### src/rtl/coreport_pkg.sv
// Shared constants and helpers for the GPIO input-conditioning stage.
package coreport_pkg;

    localparam int CP_DEFAULT_WIDTH = 8;

    localparam logic CP_MODE_LEVEL = 1'b0;
    localparam logic CP_MODE_EDGE  = 1'b1;
    localparam logic CP_POL_LOW    = 1'b0;
    localparam logic CP_POL_HIGH   = 1'b1;

    // Per-pin interrupt event for the selected mode/polarity.
    function automatic logic cp_event(
        input logic ier,
        input logic pol,
        input logic rise,
        input logic fall,
        input logic lvl
    );
        logic ev;
        if (ier == CP_MODE_EDGE)
            ev = (pol == CP_POL_HIGH) ? rise : fall;
        else
            ev = (pol == CP_POL_HIGH) ? lvl : ~lvl;
        return ev;
    endfunction

endpackage

### src/rtl/coreport_if.sv
// Pin/register bundle between the GPIO port block and its input conditioner.
interface coreport_if #(
    parameter int WIDTH      = 8,
    parameter int DEBOUNCE_W = 16
);

    logic [WIDTH-1:0]      pin_i;
    logic [DEBOUNCE_W-1:0] debounce_limit;
    logic [WIDTH-1:0]      ier_i;
    logic [WIDTH-1:0]      pol_i;
    logic [WIDTH-1:0]      imr_i;
    logic [WIDTH-1:0]      ifr_clr_i;
    logic [WIDTH-1:0]      data_o;
    logic [WIDTH-1:0]      rise_o;
    logic [WIDTH-1:0]      fall_o;
    logic [WIDTH-1:0]      ifr_o;
    logic                  irq;

    modport master (
        output pin_i, debounce_limit, ier_i, pol_i, imr_i, ifr_clr_i,
        input  data_o, rise_o, fall_o, ifr_o, irq
    );

    modport slave (
        input  pin_i, debounce_limit, ier_i, pol_i, imr_i, ifr_clr_i,
        output data_o, rise_o, fall_o, ifr_o, irq
    );

endinterface

### src/rtl/coreport_debounce.sv
// One pin: synchroniser chain, debounce counter and stable level.
module coreport_debounce #(
    parameter int SYNC_STAGES = 2,
    parameter int DEBOUNCE_W  = 16
) (
    input  logic                  clk,
    input  logic                  rst,
    input  logic                  pin,
    input  logic [DEBOUNCE_W-1:0] limit,
    output logic                  stable
);

    logic [SYNC_STAGES-1:0] sync_q;
    logic [DEBOUNCE_W-1:0]  cnt;
    logic                   stable_q;
    logic                   sync_bit;

    assign sync_bit = sync_q[SYNC_STAGES-1];
    assign stable   = stable_q;

    always_ff @(posedge clk) begin
        if (rst)
            sync_q <= '0;
        else
            sync_q <= {sync_q[SYNC_STAGES-2:0], pin};
    end

    // >= keeps the counter from wrapping if the limit drops mid-count.
    always_ff @(posedge clk) begin
        if (rst) begin
            cnt      <= '0;
            stable_q <= 1'b0;
        end else if (sync_bit == stable_q) begin
            cnt <= '0;
        end else if (cnt >= limit) begin
            stable_q <= sync_bit;
            cnt      <= '0;
        end else begin
            cnt <= cnt + 1'b1;
        end
    end

endmodule

### src/rtl/coreport_edge.sv
// GPIO input conditioner: sync, debounce, edge detect, sticky maskable flags.
module coreport_edge
    import coreport_pkg::*;
#(
    parameter int WIDTH       = CP_DEFAULT_WIDTH,
    parameter int SYNC_STAGES = 2,
    parameter int DEBOUNCE_W  = 16
) (
    input  logic      wb_clk,
    input  logic      wb_rst,
    coreport_if.slave bus
);

    logic [WIDTH-1:0] stable;
    logic [WIDTH-1:0] prev_q;
    logic [WIDTH-1:0] ifr_q;
    logic [WIDTH-1:0] rise;
    logic [WIDTH-1:0] fall;
    logic [WIDTH-1:0] event_v;

    for (genvar i = 0; i < WIDTH; i++) begin : g_bit
        coreport_debounce #(
            .SYNC_STAGES (SYNC_STAGES),
            .DEBOUNCE_W  (DEBOUNCE_W)
        ) u_db (
            .clk    (wb_clk),
            .rst    (wb_rst),
            .pin    (bus.pin_i[i]),
            .limit  (bus.debounce_limit),
            .stable (stable[i])
        );
    end

    assign rise = stable & ~prev_q;
    assign fall = ~stable & prev_q;

    always_comb begin
        event_v = '0;
        for (int i = 0; i < WIDTH; i++)
            event_v[i] = cp_event(bus.ier_i[i], bus.pol_i[i],
                                  rise[i], fall[i], stable[i]);
    end

    // Set wins over a same-cycle clear; level mode re-sets while active.
    always_ff @(posedge wb_clk) begin
        if (wb_rst) begin
            prev_q <= '0;
            ifr_q  <= '0;
        end else begin
            prev_q <= stable;
            ifr_q  <= (ifr_q & ~bus.ifr_clr_i) | (event_v & bus.imr_i);
        end
    end

    assign bus.data_o = stable;
    assign bus.rise_o = rise;
    assign bus.fall_o = fall;
    assign bus.ifr_o  = ifr_q;
    assign bus.irq    = |(ifr_q & bus.imr_i);

endmodule

### src/flat_wrapper.sv
// flat-port wrapper written by rule: the top's interface ports become plain ports
module coreport_edge_flat import coreport_pkg::*;
#(
    parameter int WIDTH       = CP_DEFAULT_WIDTH,
    parameter int SYNC_STAGES = 2,
    parameter int DEBOUNCE_W  = 16
)
  (wb_clk, wb_rst, bus_pin_i, bus_debounce_limit, bus_ier_i, bus_pol_i, bus_imr_i, bus_ifr_clr_i, bus_data_o, bus_rise_o, bus_fall_o, bus_ifr_o, bus_irq);
  coreport_if #(.WIDTH(WIDTH), .DEBOUNCE_W(DEBOUNCE_W)) bus_i ();
  input  logic wb_clk;
  input  logic wb_rst;
  input wire logic [$bits(bus_i.pin_i)-1:0] bus_pin_i;
  input wire logic [$bits(bus_i.debounce_limit)-1:0] bus_debounce_limit;
  input wire logic [$bits(bus_i.ier_i)-1:0] bus_ier_i;
  input wire logic [$bits(bus_i.pol_i)-1:0] bus_pol_i;
  input wire logic [$bits(bus_i.imr_i)-1:0] bus_imr_i;
  input wire logic [$bits(bus_i.ifr_clr_i)-1:0] bus_ifr_clr_i;
  output wire logic [$bits(bus_i.data_o)-1:0] bus_data_o;
  output wire logic [$bits(bus_i.rise_o)-1:0] bus_rise_o;
  output wire logic [$bits(bus_i.fall_o)-1:0] bus_fall_o;
  output wire logic [$bits(bus_i.ifr_o)-1:0] bus_ifr_o;
  output wire logic [$bits(bus_i.irq)-1:0] bus_irq;
  assign bus_i.pin_i = bus_pin_i;
  assign bus_i.debounce_limit = bus_debounce_limit;
  assign bus_i.ier_i = bus_ier_i;
  assign bus_i.pol_i = bus_pol_i;
  assign bus_i.imr_i = bus_imr_i;
  assign bus_i.ifr_clr_i = bus_ifr_clr_i;
  assign bus_data_o = bus_i.data_o;
  assign bus_rise_o = bus_i.rise_o;
  assign bus_fall_o = bus_i.fall_o;
  assign bus_ifr_o = bus_i.ifr_o;
  assign bus_irq = bus_i.irq;
  coreport_edge #(.WIDTH(WIDTH), .SYNC_STAGES(SYNC_STAGES), .DEBOUNCE_W(DEBOUNCE_W)) u_core (.wb_clk(wb_clk), .wb_rst(wb_rst), .bus(bus_i));
endmodule
### config.mk
export PLATFORM = sky130hd
export DESIGN_NAME = coreport_edge_flat
export DESIGN_NICKNAME = d
export VERILOG_FILES = /design/src/rtl/coreport_pkg.sv /design/src/rtl/coreport_if.sv /design/src/rtl/coreport_debounce.sv /design/src/rtl/coreport_edge.sv /design/src/flat_wrapper.sv
export SDC_FILE = /design/constraint.sdc
export NUM_CORES = 1
export LEC_CHECK = 0
export BUFFER_PORTS_ARGS = -buffer_cell sky130_fd_sc_hd__buf_2
export CAP_MARGIN = 20
export CORE_ASPECT_RATIO = 1.2
export CORE_MARGIN = 3
export CORE_UTILIZATION = 50
export DETAILED_ROUTE_END_ITERATION = 8
export PLACE_DENSITY = 0.69
export SETUP_SLACK_MARGIN = 0.2
export SLEW_MARGIN = 10
export SYNTH_ARGS = -nofsm -noshare
export SYNTH_HDL_FRONTEND = slang
export SYNTH_HIERARCHICAL = 1
export SYNTH_SLANG_ARGS = --single-unit
### constraint.sdc
create_clock -name wb_clk -period 3.9 [get_ports wb_clk]
set_input_delay 0.585 -clock wb_clk [delete_from_list [all_inputs] [get_ports wb_clk]]
set_output_delay 0.585 -clock wb_clk [all_outputs]
set_load 0.03 [all_outputs]
==> impl_results.md, run 1 <==
* Slew Limit Fails at 0
* RSZ-0062 raised after global routing: no
* Hold Crit Class: input port to register
* Final worst slack at 1500 ps
* Routed Antenna Nets at 0
* Antenna Cells at 0
* TritonRoute pass-1 iters at 6
* Detailed Place HPWL at between 15000 and 20000 um
* Average wire per standard cell at between 10 and 15 um
* Postcts setup bufs at 0
* Status: finished clean
* Crit path from: bus_debounce_limit[15]
* Max Cap Viol at 0
* Synth-to-layout area growth at 13.0%
* Yosys warnings at 6
* Syn Area/Cell at roughly 8.5 um2
* CTS tree: yes
* Ys async rst share at 0%
* Share of cells above drive strength 1 at a little over a tenth
* Io pins at around 90
* Static Leakage at approximately 5 nW
* Post-route clock period utilization at 61.6%
* Rows at 56
* Initial antenna violation count at 0
* Via count at 8446
* Area leader, netlist: dfxtp_1
* Die W at about 140 um
* VDD IR-drop max at 0.275 mV
* Post-Route WL at 23600 um
* Vias in the first global route at just under 8000
* Skew final at 9.25 ps
* Arrival time worst endpoint at between 2000 and 3000 ps
* Crit-path max FO at 16
* Deepest clock path buffer count at 2
* Yosys cell types at 39
* Clock sink count at between 150 and 200
* Share of the synthesized area in the top cell type at between 30% and 40%
* Worst slew pin tran at around 850 ps
* Synth Instances at approximately 1200
* Commonest cells in the netlist: nor2_1, dfxtp_1, inv_1
* # H-tree levels at 4
* Reg clk slew, reported paths at roughly 60 ps
* PD cells at approximately 330 mW/mm2
* Hold path start: bus_ifr_clr_i[2]
* Initial drt markers at 384
* Reg2Reg Depth at 6
* Hold path depth at 2
* Synthesized area at between 0.01 and 0.015 mm2
* Nets at approximately 1500
* GRT Util Overall at 21.4%
* DR vias/cell at around 5.3
* TritonCTS buffer count at 17
* Critical Path Source Type: input port
* Top post-synthesis cells by area: dfxtp_1, ha_1, nor2_1
* Post-CTS sizing at 0
* Cts hold-fix bufs at 0
* R2r startpoint: u_core/g_bit[2].u_db/cnt[11]
* Post-route minimum period at between 2000 and 2500 ps
* Multi-input logic area at around 0.0062 mm2
* Post-synth EDFFs at 0
* Largest net degree at the start of global routing at 45
* Final-layout fill cell count at around 1800
* Core area at 0.0199 mm2
* Post-Place Setup Slack at ~1100 ps
* Critical Path RT at about 4200 ps
* Sequential share of the synthesized area at roughly a third
* FMAX at 416 MHz
* Critical path class: input port to register
* Ys flop type: dfxtp_1
* Gr ovfl total at 0
* DRC violations left at 0
* FF+latch area at between 0.003 and 0.004 mm2
* RePlAce Congestion at about 0.80
* DIE HEIGHT at between 150 and 200 um
* Cell with the most instances after synthesis: nor2_1
* Initial Util at roughly half
* Syn Nets at around 1400
* Final TNS setup at 0 ps
* Relative slew slack at 43.5%
* Worst skew pair latency at roughly 420 ps
* Hold Violations, Final at 0
* CTS root buffer: clkbuf_16
* CP Capture Type: register
* Die area at between 0.02 and 0.025 mm2
* Final setup vio count at 0
* Count of input and output buffers at 90
* First-pass GRT wire length at 38000 um
* Flops & latches, synth at about 170
## flip-flops by register name, summed over array words and instances (netlist names)
| name | cells |
|---|---|
| u_core/prev_q | 8 |
| u_core/bus.ifr_o | 8 |
| u_core/g_bit.u_db/sync_q | 16 |
| u_core/g_bit.u_db/cnt | 128 |
| u_core/g_bit.u_db/stable | 8 |
## power breakdown
part | internal [W] | leakage (nW) | switching, W
Clock | 0.00120 | 0.320 | 0.000658
Combinational | 0.0000896 | 3.37 | 0.000167
Sequential | 0.00173 | 1.36 | 0.00000916
## routing by layer
metal	GRT usage [%]	wire (um)	vias up
met5	0	0	-
met4	6.67	391	0
met3	3.64	1220	27
met2	37.9	11400	202
met1	26.3	10600	3899
li1	-	-	4318
## per-stage QoR
stage / area (um2) / instances / util [%] / hold WS (ps) / power [W]
2_1_floorplan: 10300 / 1213 / - / 414 / 0.00192
3_3_place_gp: 11000 / 1556 / 55.1 / 419 / 0.00202
3_5_place_dp: 11000 / 1556 / 55.1 / 426 / 0.00203
4_1_cts: 11600 / 1586 / 58.3 / 349 / 0.00390
5_1_grt: 11600 / 1586 / 58.3 / 358 / 0.00400
6_report: 11600 / 1586 / 58.3 / 368 / 0.00385
## worst max-delay path: stages
cell	delay, ps
buf_2	280
inv_1	80
ha_1	300
nand2_1	90
or4_1	570
a221o_1	340
nand4_2	350
nor2_1	90
## cell families (layout without fill, tap and decap cells)
kind of cell	count (synthesis)	count (layout)	share of synthesized area, %
adder cells (fa/ha/maj)	136	136	16.6
buffers and inverters	177	289	7.20
XOR/XNOR	120	120	10.2
AO/OA/AOI/OAI	130	130	8.92
flip-flops	168	168	32.7
AND/OR/NAND/NOR	481	481	24.3
multiplexers	1	1	0.0974
## path summary, 6_finish.rpt
check | endpoint | slack [ps]
worst min-delay path | u_core/bus.ifr_o[2] | 370
worst max-delay path | u_core/g_bit[2].u_db/cnt[13] | 1500
worst min register to register | u_core/g_bit[2].u_db/sync_q[1] | 440
worst max register to register | u_core/g_bit[2].u_db/cnt[13] | 1660
## layout make-up
class	instances	share of cell area (%)
sequential	168	29.0
inverter	167	5.40
timing repair buffer	92	4.01
clock inverter	7	1.41
clock buffer	23	4.20
tap	261	2.81
multi-input combinational	868	53.2
## placed cells by master (no fill, tap or decap), types with 5 or more instances in the layout
cell type and count:
and3_1 8, nand2_1 49, buf_2 90, clkbuf_16 17
nand4_2 7, a221o_1 7, nor3_1 9, nand2b_1 18
xnor2_1 63, a311oi_1 7, nor2_4 8, nor3b_1 7
or4_1 7, xor2_1 57, nand4_1 48, and4_1 16
nand3_1 64, ha_1 136, and2b_1 6, a31oi_1 8
o21ai_0 30, dfxtp_1 168, nor2_1 187, inv_1 167
a211oi_1 7, a22oi_1 12, bufinv_16 5, a21oi_1 32
o32ai_1 6, nor2b_1 43, a21boi_1 8, a41o_1 7
(Power assumes the default switching activity.)
==> run 2: changes to the inputs <==
Settings changed: PLACE_DENSITY 0.69 to 0.71.
Clock period 3.9 ns to 2.2 ns, I/O delays scaled along.
==> run 2 against run 1 <==
Register-to-register slack worse by 1600 ps. Clock skew down 2.0 ps. Sequential cell count unchanged. Setup slack got worse by 1500 ps. Die area stayed put. Critical path type is now register to register. Cell count up 7.5%. Critical path depth is 1 lower. Largest cell class unchanged.
==> impl_results.md, run 2 (synthesis gave the netlist of run 1 again) <==
* WP buf/inv at 1 (-1)
* CTS root buffer: clkbuf_16
* Final total power at 0.00688 W (+79%)
* Die area at 0.0223 mm2 (unchanged)
* VDD IR-drop max at 0.521 mV (+90%)
* Crit path max-delay family: simple AND/OR/NAND/NOR gates
* RSZ-0062 raised after global routing: yes
* Hold Violations, Final at 0 (unchanged)
* Gr ovfl total at 0 (unchanged)
* Final setup vio count at 0 (unchanged)
* Internal at 0.00528 W (+75%)
* Status: finished clean
* Antenna Cells at 0 (unchanged)
* DIE HEIGHT at 163 um (unchanged)
* Crit-path max FO at 8 (-8)
* Largest net degree at the start of global routing at 44 (-2.2%)
* TritonCTS buffer count at 17 (unchanged)
* Combinational power share at 9.8% (+3.1 points)
* Critical Path RT at 2510 ps (-1690 ps)
* Part of the power in registers at 44.5% (-0.6 points)
* Via count at 9382 (+11%)
* Relative slew slack at 58.8% (+15 points)
* Largest regs: u_core/g_bit.u_db/cnt (128), u_core/g_bit.u_db/sync_q (16)
* GRT Util Overall at 22.3% (+0.97 points)
* Worst hold margin at 102 ps (-266 ps)
* Worst-path cell chain: ha_4 > nand4_1 > or4_4 > a221o_1 > nand4_4 > clkbuf_16 > nor2_4
* Core area at 0.0199 mm2 (unchanged)
* Arrival time worst endpoint at 2480 ps (-220 ps)
* Slowest-stage cell, CP: or4_4
* Initial antenna violation count at 0 (unchanged)
* Reg clk slew, reported paths at 70 ps (about the same)
* Vias in the first global route at 8532 (+7.4%)
* Average wire per standard cell at 16.6 um (+11%)
* Rows at 56 (unchanged)
* Worst slew pin tran at 615 ps (-232 ps)
* Nets at 1625 (+7.8%)
* Final TNS setup at 0 ps (unchanged)
* Top reg by flops: u_core/g_bit.u_db/cnt
* DR vias/cell at 5.50 (+3.3%)
* Detailed Place HPWL at 17600 um (+4.4%)
* Io pins at 91 (unchanged)
* Slew Limit Fails at 0 (unchanged)
* FMAX at 460 MHz
* First-pass GRT wire length at 39900 um (+4.8%)
* Skew final at 7.28 ps (-1.97 ps)
* Final Instance Area at 0.0141 mm2 (+21%)
* Deepest clock path buffer count at 2 (unchanged)
* Placed inst area at 0.0119 mm2 (+8.7%)
* Initial Util at 51.6% (unchanged)
* Clock sink count at 168 (unchanged)
* Synth-to-layout area growth at 36.9%
* Worst stage delay on the critical path at 550 ps (-20 ps)
* Critical Path Source Type: register
* Commonest non-fill, non-tap cell in the layout: inv_1
* Hold Crit Class: input port to register
* CTS tree: yes
* Net Sw Frac at 23.2% (+1.6 points)
* Count of input and output buffers at 90 (unchanged)
* Die W at 137 um (unchanged)
* Post-route minimum period at between 2000 and 2500 ps
* RePlAce Congestion at 0.860 (+7.8%)
* TritonRoute pass-1 iters at 5 (-1)
* Post-route clock period utilization at between 90% and 100%
* Routed Antenna Nets at 0 (unchanged)
* Post-Route WL at 28200 um (+20%)
* Clock network power share at 45.6% (-2.6 points)
* Most frequent cells in the layout: inv_1, dfxtp_1, ha_1
* Critical path class: register to register
* Initial drt markers at 484 (+26%)
* Static Leakage at 5.76 nW (+14%)
* Max FFs per register at 128 (unchanged)
* # H-tree levels at 4 (unchanged)
* DRC violations left at 0 (unchanged)
* Worst skew pair latency at 420 ps (about the same)
* PD cells at 489 mW/mm2 (+47%)
* Max Cap Viol at 0 (unchanged)
* CP Capture Type: register
* Share of cells above drive strength 1 at 30.8% (+20 points)
* Switch Pwr at 0.00160 W (+92%)
run 2: changes by cell type in the layout (fill, tap and decap cells not counted), sizes merged:
| cell | change |
|---|---|
| clkinvlp | +1 |
| buf | +110 |
| inv | -1 |
| bufinv | -2 |
| clkinv | +1 |
| clkbuf | +10 |
run 2: power groups by stage:
stage | Sequential [W] | Clock, W | Combinational (W)
2_1_floorplan | 0.00316 | 0 | 0.000249
3_3_place_gp | 0.00315 | 0 | 0.000548
3_5_place_dp | 0.00315 | 0 | 0.000566
4_1_cts | 0.00308 | 0.00320 | 0.000580
5_1_grt | 0.00307 | 0.00333 | 0.000734
6_report | 0.00307 | 0.00314 | 0.000676
run 2: path summary, 6_finish.rpt:
kind,startpoint,endpoint,cells after the start,slack (ps)
min reg2reg,u_core/g_bit[0].u_db/sync_q[0],u_core/g_bit[0].u_db/sync_q[1],1,440
max reg2reg,u_core/g_bit[3].u_db/cnt[9],u_core/g_bit[3].u_db/cnt[11],7,30
max,u_core/g_bit[3].u_db/cnt[9],u_core/g_bit[3].u_db/cnt[11],7,30
min,bus_ifr_clr_i[2],u_core/bus.ifr_o[2],2,100
run 2: cell type report:
cell class	count	area [um2]
Multi-Input combinational cell	868	7340
Fill cell	1377	5830
Sequential cell	168	3450
Timing Repair Buffer	209	1700
Inverter	167	627
Clock buffer	26	509
Tap cell	261	327
Clock inverter	6	111
run 2: stage by stage:
| step | setup slack [ps] | utilization [%] | std cells |
|---|---|---|---|
| after global placement | -215 | 59.8 | 1651 |
| after CTS | 120 | 63.7 | 1686 |
| final | 25.9 | 70.7 | 1705 |
| after floorplan | 235 | - | 1213 |
| after detailed placement | -236 | 59.8 | 1651 |
| after global routing | -15.5 | 70.7 | 1705 |
run 2: timing repair:
item | CTS | global route
buffers inserted | 3 | 12
endpoints found under the setup margin | 119 | 120
resized for setup | 31 | 257
cloned | 0 | 7
pin swaps | 17 | 102
hold buffers | 0 | 0
run 2: worst reg2reg max path, delay by kind of cell (launching register included):
kind / cells / cell delay [ps]
fa+ha+maj: 1 / 260
simple gates: 4 / 900
buf+inv: 1 / 200
flops: 1 / 360
compound gates: 1 / 350
run 2: layer usage:
layer / GRT usage (%) / part of all wire, % / vias up
li1: - / - / 4565
met1: 26.8 / 41 / 4459
met2: 39.4 / 50 / 291
met3: 3.79 / 5.1 / 67
met4: 9.07 / 3.5 / 0
met5: 0 / 0 / -
==> run 3: changes to the inputs <==
Settings changed: MAX_ROUTING_LAYER from default to met4, SLEW_MARGIN 10 to default.
==> run 3 against run 2 <==
Combinational power about the same. Largest cell class unchanged. Core utilization hardly changed. Final area barely moved. First-iteration DRC count is 6.6% higher. Sequential power about the same. Critical path depth is the same. Largest power group unchanged. Non-clock buffer count stayed put. Highest routed layer unchanged. Clock-buffer cell count unchanged. Critical path type unchanged. Register-to-register slack hardly changed.
==> impl_results.md, run 3 (synthesis gave the netlist of run 1 again) <==
* WP buf/inv at 1 (unchanged)
* Worst slew pin tran at 599 ps (-15.6 ps)
* # H-tree levels at 4 (unchanged)
* CTS root buffer: clkbuf_16
* Core area at 0.0199 mm2 (unchanged)
* TritonRoute pass-1 iters at 5 (unchanged)
* Nets at 1625 (unchanged)
* Worst stage delay on the critical path at 560 ps (about the same)
* Slowest-stage cell, CP: or4_4
* Critical path class: register to register
* Die area at 0.0223 mm2 (unchanged)
* Post-route minimum period at 2160 ps (-9.21 ps)
* Slew Limit Fails at 0 (unchanged)
* VDD IR-drop max at 0.532 mV (+1.9%)
* RSZ-0062 raised after global routing: yes
* Commonest non-fill, non-tap cell in the layout: inv_1
* Largest net degree at the start of global routing at 44 (unchanged)
* Initial Util at 51.6% (unchanged)
* Io pins at 91 (unchanged)
* Clock sink count at 168 (unchanged)
* Routed Antenna Nets at 0 (unchanged)
* Status: finished clean
* Relative slew slack at 59.8% (+1.0 points)
* TritonCTS buffer count at 17 (unchanged)
* Gr ovfl total at 0 (unchanged)
* Top reg by flops: u_core/g_bit.u_db/cnt
* Worst skew pair latency at 430 ps (about the same)
* DR vias/cell at 5.49 (-0.23%)
* Arrival time worst endpoint at 2480 ps (about the same)
* RePlAce Congestion at 0.877 (+2.0%)
* Vias in the first global route at 8519 (-0.15%)
* Static Leakage at 5.76 nW (about the same)
* Average wire per standard cell at 16.5 um (-0.31%)
* Rows at 56 (unchanged)
* Skew final at 7.07 ps (-0.208 ps)
* Reg clk slew, reported paths at 60 ps (about the same)
* Hold Crit Class: input port to register
* Detailed Place HPWL at 17600 um (unchanged)
* CTS tree: yes
* Count of input and output buffers at 90 (unchanged)
* Cts hold-fix bufs at 0 (unchanged)
* Critical Path Source Type: register
* Max Cap Viol at 0 (unchanged)
* Crit-path max FO at 8 (unchanged)
* Deepest clock path buffer count at 2 (unchanged)
* Initial drt markers at 516 (+6.6%)
* First-pass GRT wire length at 39900 um (about the same)
* Worst-path cell chain: ha_4 > nand4_1 > or4_4 > a221o_1 > nand4_4 > clkbuf_16 > nor2_4
* DRC violations left at 0 (unchanged)
* Synth-to-layout area growth at 36.8% (about the same)
* Final worst slack at 35.1 ps (+9.21 ps)
* Final total power at 0.00689 W (+0.12%)
* Post-Route WL at 28200 um (-0.31%)
* FMAX at 462 MHz (+0.43%)
* Max FFs per register at 128 (unchanged)
* Hold Violations, Final at 0 (unchanged)
* GRT Util Overall at 23.0% (+0.63 points)
* DIE HEIGHT at 163 um (unchanged)
* Die W at 137 um (unchanged)
* CP Capture Type: register
* Via count at 9360 (-0.23%)
* Antenna Cells at 0 (unchanged)
* Final-layout fill cell count at 1371 (-0.44%)
* Share of cells above drive strength 1 at 30.7% (-0.14 points)
* Final setup vio count at 0 (unchanged)
* Most frequent cells in the layout: inv_1, dfxtp_1, ha_1
* Post-Place Setup Slack at -236 ps (unchanged)
* Post-route clock period utilization at 98.4% (-0.42 points)
* Largest regs: u_core/g_bit.u_db/cnt (128), u_core/g_bit.u_db/sync_q (16)
* Crit path max-delay family: simple AND/OR/NAND/NOR gates
* Critical Path RT at 2510 ps (about the same)
* PD cells at 490 mW/mm2 (+0.16%)
* Initial antenna violation count at 0 (unchanged)
run 3: cell types whose count changed in the layout (fill, tap and decap cells not counted):
cell / previous run / this run
nor2_2: 22 / 20
nor2_1: 88 / 90
run 3: power by group:
| part | switching (W) | internal [W] | total, W |
|---|---|---|---|
| sequential | 0.0000165 | 0.00305 | 0.00307 |
| combinational | 0.000380 | 0.000294 | 0.000674 |
| clock | 0.00121 | 0.00194 | 0.00315 |
run 3: repair_timing:
action / in CTS / in global routing
cloned: 0 / 7
endpoints found under the setup margin: 119 / 120
pin swaps: 17 / 102
resized for setup: 31 / 255
setup buffers: 3 / 12
run 3: metal layers:
| metal | GRT usage (%) | vias up | share of wire (%) |
|---|---|---|---|
| li1 | - | 4565 | - |
| met1 | 26.9 | 4412 | 41 |
| met2 | 39.3 | 300 | 49 |
| met3 | 3.73 | 83 | 5.7 |
| met4 | 9.07 | 0 | 4.0 |
| met5 | - | - | 0 |
run 3: worst paths after layout:
path / endpoint / cells after the start / start / slack [ps]
worst max-delay path: u_core/g_bit[3].u_db/cnt[6] / 7 / u_core/g_bit[3].u_db/cnt[9] / 40
worst min-delay path: u_core/bus.ifr_o[2] / 2 / bus_ifr_clr_i[2] / 100
worst max register to register: u_core/g_bit[3].u_db/cnt[6] / 7 / u_core/g_bit[3].u_db/cnt[9] / 40
worst min register to register: u_core/g_bit[0].u_db/sync_q[1] / 1 / u_core/g_bit[0].u_db/sync_q[0] / 440
run 3: worst register-to-register path, delay by kind of cell (launching register included):
kind	cells	cell delay, ps
AO/OA/AOI/OAI	1	350
adder cells (fa/ha/maj)	1	260
buffers and inverters	1	200
flip-flops	1	360
AND/OR/NAND/NOR	4	880
run 3: per-stage QoR:
step                utilization, %  instances  area, um2  setup TNS [ps]  hold WS, ps
finish                        70.7       1705      14100               0         98.3
global route                  70.7       1705      14100           -19.7         92.5
CTS                           63.7       1686      12700               0         88.0
detailed placement            59.8       1651      11900          -21680          423
global placement              59.8       1651      11900          -18960          419
floorplan                        -       1213      10300               0          402
run 3: layout make-up:
type                       instances  area (um2)  share of cell area, %
inverter                         167         627                   4.46
clock inverter                     6         111                  0.792
timing repair buffer             209        1700                   12.1
tap                              261         327                   2.32
multi-input combinational        868        7340                   52.2
clock buffer                      26         509                   3.62
sequential                       168        3450                   24.5
